### src/rtl/door_ctrl.sv
// Elevator car door sequencer: open/close motor sequencing, 00-99 BCD dwell timer,
// reopen / early-close / obstruction handling and a latching motor-timeout fault.
module door_ctrl #(
   parameter int unsigned MOVE_TMO = 150
) (
   input  logic       clk,
   input  logic       clr,
   input  logic       arr,
   input  logic       open_req,
   input  logic       close_req,
   input  logic       obstruct,
   input  logic       open_lim,
   input  logic       closed_lim,
   output logic       motor_open,
   output logic       motor_close,
   output logic       move_ok,
   output logic       fault,
   output logic [3:0] q1,
   output logic [3:0] q2,
   output logic [2:0] status
);

   localparam logic [2:0] CLOSED    = 3'd0;
   localparam logic [2:0] OPENING   = 3'd1;
   localparam logic [2:0] OPEN_WAIT = 3'd2;
   localparam logic [2:0] CLOSING   = 3'd3;
   localparam logic [2:0] FAULT     = 3'd4;

   localparam logic [7:0] TMO_LAST = 8'(MOVE_TMO - 1);

   logic [2:0] state_q, state_d;
   logic       arr_d_q;
   logic       arr_edge_q, arr_edge_d;
   logic [3:0] q1_q, q1_d, q2_q, q2_d;
   logic [7:0] wd_q, wd_d;
   logic       move_ok_q, move_ok_d;
   logic       dwell_end, wd_exp, reopen;

   assign dwell_end  = (q2_q == 4'd9) && (q1_q == 4'd9);
   assign wd_exp     = (wd_q == TMO_LAST);
   assign reopen     = open_req | obstruct;
   // Edge is registered so arrival reaches OPENING one clock after arr_d samples it.
   assign arr_edge_d = arr & ~arr_d_q;

   always_comb begin
      state_d = state_q;
      case (state_q)
         CLOSED:    if (arr_edge_q || (arr && open_req)) state_d = OPENING;
         OPENING:   if (open_lim) state_d = OPEN_WAIT;
                    else if (wd_exp) state_d = FAULT;
         OPEN_WAIT: if (!reopen && (close_req || dwell_end)) state_d = CLOSING;
         CLOSING:   if (reopen) state_d = OPENING;
                    else if (closed_lim) state_d = CLOSED;
                    else if (wd_exp) state_d = FAULT;
         FAULT:     state_d = FAULT;
         default:   state_d = CLOSED;
      endcase
   end

   always_comb begin
      q1_d = q1_q;
      q2_d = q2_q;
      if ((state_d == OPEN_WAIT) && (state_q != OPEN_WAIT)) begin
         q1_d = '0;
         q2_d = '0;
      end else if (state_q == OPEN_WAIT) begin
         if (reopen) begin
            q1_d = '0;
            q2_d = '0;
         end else if (!close_req && !dwell_end) begin
            if (q1_q == 4'd9) begin
               q1_d = '0;
               q2_d = q2_q + 4'd1;
            end else begin
               q1_d = q1_q + 4'd1;
            end
         end
      end
   end

   always_comb begin
      wd_d = wd_q;
      if (((state_d == OPENING) || (state_d == CLOSING)) && (state_d != state_q))
         wd_d = '0;
      else if ((state_q == OPENING) || (state_q == CLOSING))
         wd_d = wd_q + 8'd1;
   end

   // Qualifying with state_d drops move_ok on the same edge the car leaves CLOSED.
   assign move_ok_d = (state_q == CLOSED) && (state_d == CLOSED) && closed_lim;

   always_ff @(posedge clk or negedge clr) begin
      if (!clr) begin
         state_q    <= CLOSED;
         arr_d_q    <= 1'b0;
         arr_edge_q <= 1'b0;
         q1_q       <= '0;
         q2_q       <= '0;
         wd_q       <= '0;
         move_ok_q  <= 1'b0;
      end else begin
         state_q    <= state_d;
         arr_d_q    <= arr;
         arr_edge_q <= arr_edge_d;
         q1_q       <= q1_d;
         q2_q       <= q2_d;
         wd_q       <= wd_d;
         move_ok_q  <= move_ok_d;
      end
   end

   assign motor_open  = (state_q == OPENING);
   assign motor_close = (state_q == CLOSING);
   assign fault       = (state_q == FAULT);
   assign status      = state_q;
   assign move_ok     = move_ok_q;
   assign q1          = q1_q;
   assign q2          = q2_q;

endmodule

### config.mk
export PLATFORM = sky130hd
export DESIGN_NAME = door_ctrl
export DESIGN_NICKNAME = d
export VERILOG_FILES = /design/src/rtl/door_ctrl.sv
export SDC_FILE = /design/constraint.sdc
export NUM_CORES = 1
export LEC_CHECK = 0
export BUFFER_PORTS_ARGS = -buffer_cell sky130_fd_sc_hd__buf_4
export CAP_MARGIN = 20
export CORE_ASPECT_RATIO = 0.8
export CORE_MARGIN = 2
export CORE_UTILIZATION = 45
export DETAILED_ROUTE_END_ITERATION = 10
export MAX_ROUTING_LAYER = met4
export PLACE_DENSITY = 0.66
export SETUP_SLACK_MARGIN = 0.02
export SYNTH_ARGS = -nofsm -noshare
export SYNTH_HDL_FRONTEND = slang
export SYNTH_SLANG_ARGS = --single-unit
### constraint.sdc
create_clock -name clk -period 1.84 [get_ports clk]
set_input_delay 0.276 -clock clk [delete_from_list [all_inputs] [get_ports clk]]
set_output_delay 0.276 -clock clk [all_outputs]
set_load 0.005 [all_outputs]
Word level (Yosys, flattened, before mapping). Cells that the tools add are included.

Bits in registers: 22. Input bits: 8. Output and inout port bits: 15.

Bitwise logic cells: 3. Muxes and demuxes: 19. Equality and inequality tests: 12. Add/sub/neg operators: 3. Reduce and logical (&&, ||, !) cells: 23.

Operators with widths (number): 4-bit 2-to-1 mux (10); 3-bit 2-to-1 mux (6); 8-bit 2-to-1 mux (2); 3-bit case mux with 5 select lines (1); 3-bit by 2-bit equality test with 1-bit output, second input constant (4); 4-bit by 1-bit adder with 4-bit output, second input constant (2); 8-bit by 1-bit adder with 8-bit output, second input constant (1); 4-bit equality test, second input constant (2); 8-bit equality test, second input constant (1); 1-bit logical AND (8); 3-bit by 1-bit equality test with 1-bit output, second input constant (2); 3-bit zero test (2); 3-bit nonzero test (2); 1-bit logical OR (4); 2-bit nonzero test (2); 3-bit equality test, second input constant (1); 1-bit zero test (3); 3-bit by 2-bit != test with 1-bit output, second input constant (1); 3-bit != test (1); 3-bit AND reduction (1); 2-bit AND reduction (1); 1-bit AND (1); 1-bit NOT (1); 1-bit bitwise OR (1).

Depth between registers and ports, before layout. Gate-level depths: netlist of run 1.

Depth in word-level cells: 10. Mapped depth: 6. Mapped depth without buffers: 6.

Worst setup path after synthesis of run 1. Ideal clock, no wire load.

Path type: register to register. Start point: register q1_q[0], in the netlist q1[0]. End point: register q2_q[1], in the netlist q2[1]. Setup time: 125 ps. Required time: 1715 ps. Clock period less this slack: 1872 ps. Data arrival time: 1747 ps. Cell stages (with the launch flop): 6. Path slack: -32 ps. Path through: dfrtp_1 ha_1 and3b_1 a41oi_2 o221a_4 mux2_4.

Longest elaborated chain between the ends: 10. Elaborated cells between the ends (all ways): 15. Those cells by class: 2 x eq/ne; 3 x mux; 10 x reduce/logical.

RTL lines: start: declaration (RTL line 34) `logic [3:0] q1_q, q1_d, q2_q, q2_d;`; start signal: assignment (RTL line 105) `q1_q <= q1_d;`; 4-bit equality test * (RTL line 39, 71); 1-bit logical AND (RTL line 39) `assign dwell_end = (q2_q == 4'd9) && (q1_q == 4'd9);`; 1-bit logical OR (RTL line 51) `OPEN_WAIT: if (!reopen && (close_req || dwell_end)) state_d = CLOSING;`; 1-bit logical AND (RTL line 51); 3-bit 2-to-1 mux (RTL line 51); 3-bit case mux with 5 select lines (RTL line 47) `case (state_q)`; 3-bit by 2-bit equality test with 1-bit output (RTL line 63) `if ((state_d == OPEN_WAIT) && (state_q != OPEN_WAIT)) begin`; 1-bit logical AND (RTL line 63); 3-bit nonzero test (no source line) / 2-bit nonzero test (equally long branches); 3-bit AND reduction (no source line); end signal: assignment (RTL line 106) `q2_q <= q2_d;`; end: declaration (RTL line 34).

Every way passes the cells marked *; elsewhere a longest branch is shown, timed or not. A chain may end at the register's enable or synchronous reset.

Worst setup path in the final report of run 1.
Start point: register state_q[1], in the netlist status[1]. End point: register q2_q[1], in the netlist q2[1].

Longest elaborated chain between the ends: 8. Elaborated cells between the ends (all ways): 20. Those cells by class: 6 x eq/ne; 8 x mux; 6 x reduce/logical.

RTL lines: start: declaration (RTL line 31) `logic [2:0] state_q, state_d;`; start signal: assignment (RTL line 102) `state_q <= state_d;`; 3-bit 2-to-1 mux (RTL line 50, 54); 3-bit 2-to-1 mux (RTL line 53) `else if (closed_lim) state_d = CLOSED;`; 3-bit 2-to-1 mux (RTL line 52) `CLOSING: if (reopen) state_d = OPENING;`; 3-bit case mux with 5 select lines (RTL line 47); 3-bit by 2-bit equality test with 1-bit output (RTL line 63); 1-bit logical AND (RTL line 63); 3-bit nonzero test (no source line) / 2-bit nonzero test (equally long branches); 3-bit AND reduction (no source line).

Several ways; a longest one is shown, not always the timed one.

==> reports/results.ini, run 1 <==
[grt]
grt_max_degree=23
grt_pass1_wl_um=4485
grt_pass1_vias=987
grt_overflow_total=0
grt_util_all_layers=0.1873
antenna_found_initial=0

[critical_path]
critPathKind=flip-flop to flip-flop
path_max_fanout=12
crit_required_ns=2.04
critPathCaptureType=flip-flop
cp.arrival_ns=1.96
cp-start-kind=flip-flop

[timing]
slew_headroom=0.7330
hold_slack_ns=0.08270
rsz0062_at_grt=false
setup_viol=0
slew_violations=0
tns_ns=0
timing_worst_slew_pin_value_ns=0.3996
finalCritPeriodShare=0.9536
skew_ns=0.003885
timing.final.hold_violations=0
post-route-min-period_ns=1.755
fmax_mhz=569.9

[cts]
cts_tree=done
numCtsBuffers=3
clkSinkCount=22
clock_latency_ns=0.30
clk_pin_slew_worst_paths_ns=0.12
cts-htree-levels=1
cts_buffer_depth=2
root_buffer=clkbuf_4
cts_setup_buffers=0

[logic_synthesis]
synth-seq-cells=22
synthCells=123
synth_nets=137
yosys-top-cells-count=22 x dfrtp_1, 11 x a21oi_1, 7 x nand2_1
seq_area_frac_synth=0.4365
synth.most_common_cell=dfrtp_1
ys.flop_type=dfrtp_1
synth_top_area_frac=0.4365
synthArstFlopShare=1.000
synth_largest_area_cell=dfrtp_1
yosysWarningCount=0
synth_edf_count=0
syn-mean-instance-area_um2=10.25
synth_area_leaders=dfrtp_1 44%, ha_1 6.0%, a21oi_1 4.4%, xor2_1 4.2%, nand2_1 2.1%
synth_cell_types=45
syn_area_um2=1261

[drt]
drc=0
drt-initial-drc-count=52
wl_um=2701
avgViaCountPerCell=5.355
postRouteAntennaNets=0
vias=1055
first_pass_iters=4
wl_per_cell_um=13.71

[hold_path]
holdCritPathClass=input pin to flip-flop

[floorplanning]
rows=17
die_y_um=51.35
initial_core_util=0.4632
die_x_um=63.19
ioPinCount=23
coreArea_um2=2723
dieArea_um2=3245

[cells_and_area]
drive_above_1_share=0.3208
n_antenna_cell=0
fillers=245
area_growth_pct=28.87
num-nets-final=175

[pwr]
p_leak_nw=0.7659
irDropWorstVdd_uv=625.1
p_per_area_nw_per_um2=1054

[placement]
port_buffers=22
hpwl_um=2042
gp_congestion=0.8446

[run]
cap_viol_max_count=0

[outcome]
status=finished, final reports clean

## metal layers
layer,vias to the layer above,share of wire,GRT usage
li1,523,-,-
met1,507,0.50,0.2437
met2,23,0.44,0.2979
met3,2,0.049,0.04846
met4,0,0.0074,0.04348
met5,-,0,-
## sequential cells by signal, indices dropped and copies added (netlist names)
name,cells
arr_d_q,1
q2,4
status,3
wd_q,8
move_ok,1
q1,4
arr_edge_q,1
## worst max-delay path: stages, from the launching register on
cell	delay (ns)
dfrtp_1	0.39
buf_4	0.17
nor4bb_1	0.38
or2_1	0.20
o221a_4	0.21
mux2_4	0.29
## repair_timing
| action | in CTS | in global routing |
|---|---|---|
| gates resized for setup | 1 | 4 |
| setup endpoints to repair | 1 | 5 |
| pin swaps | 0 | 0 |
| hold buffers | 1 | 0 |
| hold endpoints to repair | 22 | 0 |
| cloned | 0 | 0 |
## through the flow
stage	std cells	setup slack [ns]	area (um^2)	total power, mW	utilization
2_1_floorplan	123	0.05371	1272	1.103	-
3_3_place_gp	193	0.1304	1575	1.454	0.5786
3_5_place_dp	193	0.1125	1575	1.473	0.5786
4_1_cts	197	0.05741	1610	1.698	0.5915
5_1_grt	197	0.01863	1625	1.854	0.5970
6_report	197	0.08537	1625	1.713	0.5970
## cell type report
cell class,instances,area [um^2],area share
Clock buffer,3,22.52,0.01386
Multi-Input combinational cell,92,701.9,0.4319
Timing Repair Buffer,37,284.0,0.1747
Sequential cell,22,550.5,0.3387
Tap cell,38,47.55,0.02925
Inverter,5,18.77,0.01155
## final timing paths
path | end | slack (ns) | cells after the start | startpoint
worst max register to register | q2[1]$_DFFE_PN0P_ | 0.09 | 5 | status[1]$_DFF_PN0_
worst max-delay path | q2[1]$_DFFE_PN0P_ | 0.09 | 5 | status[1]$_DFF_PN0_
max in group asynchronous | wd_q[5]$_DFFE_PN0P_ | 1.23 | 2 | clr
worst min register to register | arr_edge_q$_DFF_PN0_ | 0.41 | 1 | arr_d_q$_DFF_PN0_
min in group asynchronous | q2[3]$_DFFE_PN0P_ | 0.38 | 2 | clr
worst min-delay path | arr_d_q$_DFF_PN0_ | 0.08 | 1 | arr
## cells in the final DEF (no fill, tap or decap), types with 2 or more instances in the layout
| master | netlist | final |
|---|---|---|
| nand3_1 | 3 | 3 |
| ha_1 | 6 | 6 |
| a31oi_1 | 3 | 3 |
| or2_1 | 2 | 2 |
| a21oi_1 | 11 | 11 |
| xor2_1 | 6 | 6 |
| nand2b_1 | 2 | 2 |
| dfrtp_1 | 22 | 22 |
| and2_1 | 2 | 2 |
| nor2b_1 | 3 | 2 |
| clkbuf_4 | 0 | 3 |
| nand4_1 | 4 | 4 |
| inv_1 | 5 | 5 |
| buf_4 | 0 | 35 |
| nor2_1 | 5 | 5 |
| a21o_1 | 3 | 3 |
| nand2_1 | 7 | 7 |
| nor3b_1 | 2 | 2 |
| and3b_1 | 2 | 2 |
| nor3_1 | 3 | 3 |
| or2_2 | 2 | 2 |
## cells by family after synthesis
| logic type | synth area share |
|---|---|
| AOI/OAI and AO/OA | 0.1835 |
| muxes | 0.01190 |
| DFF | 0.4365 |
| xor gates and xnor gates | 0.04861 |
| buffers and inverters | 0.02678 |
| and+or+nand+nor | 0.2331 |
| adders and majority gates | 0.05952 |
## where the power goes
part / internal [mW] / switching (mW) / total (mW)
logic: 0.442 / 0.420 / 0.863
registers: 0.561 / 0.0708 / 0.632
clock network: 0.0765 / 0.142 / 0.218
Note: power is estimated with default switching activity, not from simulation.
==> run 2: changes to the inputs <==
==> config.mk (replaced) <==
export PLATFORM = sky130hd
export DESIGN_NAME = door_ctrl
export DESIGN_NICKNAME = d
export VERILOG_FILES = /design/src/rtl/door_ctrl.sv
export SDC_FILE = /design/constraint.sdc
export NUM_CORES = 1
export LEC_CHECK = 0
export CAP_MARGIN = 20
export CORE_ASPECT_RATIO = 0.8
export CORE_MARGIN = 2
export CORE_UTILIZATION = 45
export DETAILED_ROUTE_END_ITERATION = 10
export DONT_BUFFER_PORTS = 1
export MAX_ROUTING_LAYER = met4
export PLACE_DENSITY = 0.59
export SETUP_SLACK_MARGIN = 0.02
export SLEW_MARGIN = 15
export SYNTH_ARGS = -nofsm -noshare
export SYNTH_HDL_FRONTEND = slang
export SYNTH_SLANG_ARGS = --single-unit
==> reports/results.ini, run 2 (synthesis results as in run 1) <==
[grt]
grt_overflow_total=0
grt_max_degree=23
grt_util_all_layers=0.1989
grt_pass1_wl_um=4726
grt_pass1_vias=971
antenna_found_initial=0

[cells_and_area]
area_growth_pct=18.95
top_register=wd_q
final_cell_mix=22 x dfrtp_1, 17 x buf_4, 11 x a21oi_1
fin_cells=181
stdcell_area_um2=1500
largest_register_ff_count=8
num-nets-final=158
drive_above_1_share=0.2308
mostFrequentLayoutCell=dfrtp_1
n_antenna_cell=0
final_util=0.5510

[pwr]
p_sw_mw=0.6393
p_per_area_nw_per_um2=1112
p_seq_frac=0.381
internal_power_mw=1.029
p_comb_frac=0.451
total_power_mw=1.669
irDropWorstVdd_uv=802.4
p_leak_nw=0.6776
clockPowerShare=0.168
sw_frac_of_total=0.3831

[floorplanning]
initial_core_util=0.4632
rows=17
ioPinCount=23
die_x_um=63.19
die_y_um=51.35
coreArea_um2=2723
dieArea_um2=3245

[cts]
cts-htree-levels=1
root_buffer=clkbuf_4
clkSinkCount=22
numCtsBuffers=3
cts_buffer_depth=2
clock_latency_ns=0.31
clk_pin_slew_worst_paths_ns=0.13
cts_tree=done

[drt]
vias=994
wl_per_cell_um=16.02
drc=0
avgViaCountPerCell=5.492
postRouteAntennaNets=0
drt-initial-drc-count=19
wl_um=2899
first_pass_iters=4

[critical_path]
critPathSlowestCell=or3b_4
crit_required_ns=2.06
cp.arrival_ns=1.98
max_stage_delay_ns=0.41
path_max_fanout=4
cp-start-kind=flip-flop
crit_buf_inv=0
critPathCaptureType=flip-flop
path_cells=or3b_4 -> or2_4 -> o221a_4 -> mux2_4
critPathKind=flip-flop to flip-flop
crit_family=simple AND/OR/NAND/NOR gates

[timing]
fmax_mhz=566.1
slew_headroom=0.6556
timing_worst_slew_pin_value_ns=0.5167
layout_setup_ws_ns=0.07346
post-route-min-period_ns=1.767
skew_ns=0.002023
rsz0062_at_grt=false
slew_violations=0
hold_slack_ns=0.09239
timing.final.hold_violations=0
finalCritPeriodShare=0.9601
setup_viol=0
tns_ns=0

[placement]
dp_slack_ns=0.08766
place_area_um2=1433
port_buffers=0
hpwl_um=2120
gp_congestion=0.8082
placedCellCount=174

[hold_path]
holdCritPathClass=input pin to flip-flop

[run]
cap_viol_max_count=0

[outcome]
status=finished, final reports clean

[run 2: per-layer routing]
metal | GRT usage | part of all wire | vias up
li1 | - | - | 491
met1 | 0.2789 | 0.52 | 475
met2 | 0.2890 | 0.41 | 26
met3 | 0.04846 | 0.062 | 2
met4 | 0.05435 | 0.0086 | 0
met5 | - | 0 | -
[run 2: final cells by class]
class	instances	area, um^2
fillers	275	1222
multi-input cells	92	694.4
flip-flops and latches	22	550.5
inverters	5	18.77
well taps	38	47.55
clock buffers	4	36.28
repair buffers	20	152.6
[run 2: repair_timing]
action | CTS | global route
hold endpoints to repair | 23 | 22
endpoints found under the setup margin | 0 | 1
setup buffers | 0 | 0
hold buffers | 2 | 1
gates resized for setup | 0 | 1
[run 2: final timing paths]
check	endpoint	cells after the start	from	slack, ns
worst max-delay path	q2[1]$_DFFE_PN0P_	4	status[0]$_DFF_PN0_	0.07
min in group asynchronous	q2[3]$_DFFE_PN0P_	2	clr	0.48
worst min-delay path	arr_edge_q$_DFF_PN0_	1	arr	0.09
max in group asynchronous	arr_edge_q$_DFF_PN0_	2	clr	1.02
worst max register to register	q2[1]$_DFFE_PN0P_	4	status[0]$_DFF_PN0_	0.07
worst min register to register	arr_edge_q$_DFF_PN0_	1	arr_d_q$_DFF_PN0_	0.41
[run 2: power groups by stage]
stage               Clock (mW)  Sequential, mW  Combinational, mW
floorplan                    0           0.655              0.448
global placement             0           0.639              0.719
detailed placement           0           0.644              0.732
CTS                      0.289           0.634              0.749
global route             0.310           0.648              0.812
finish                   0.281           0.635              0.753
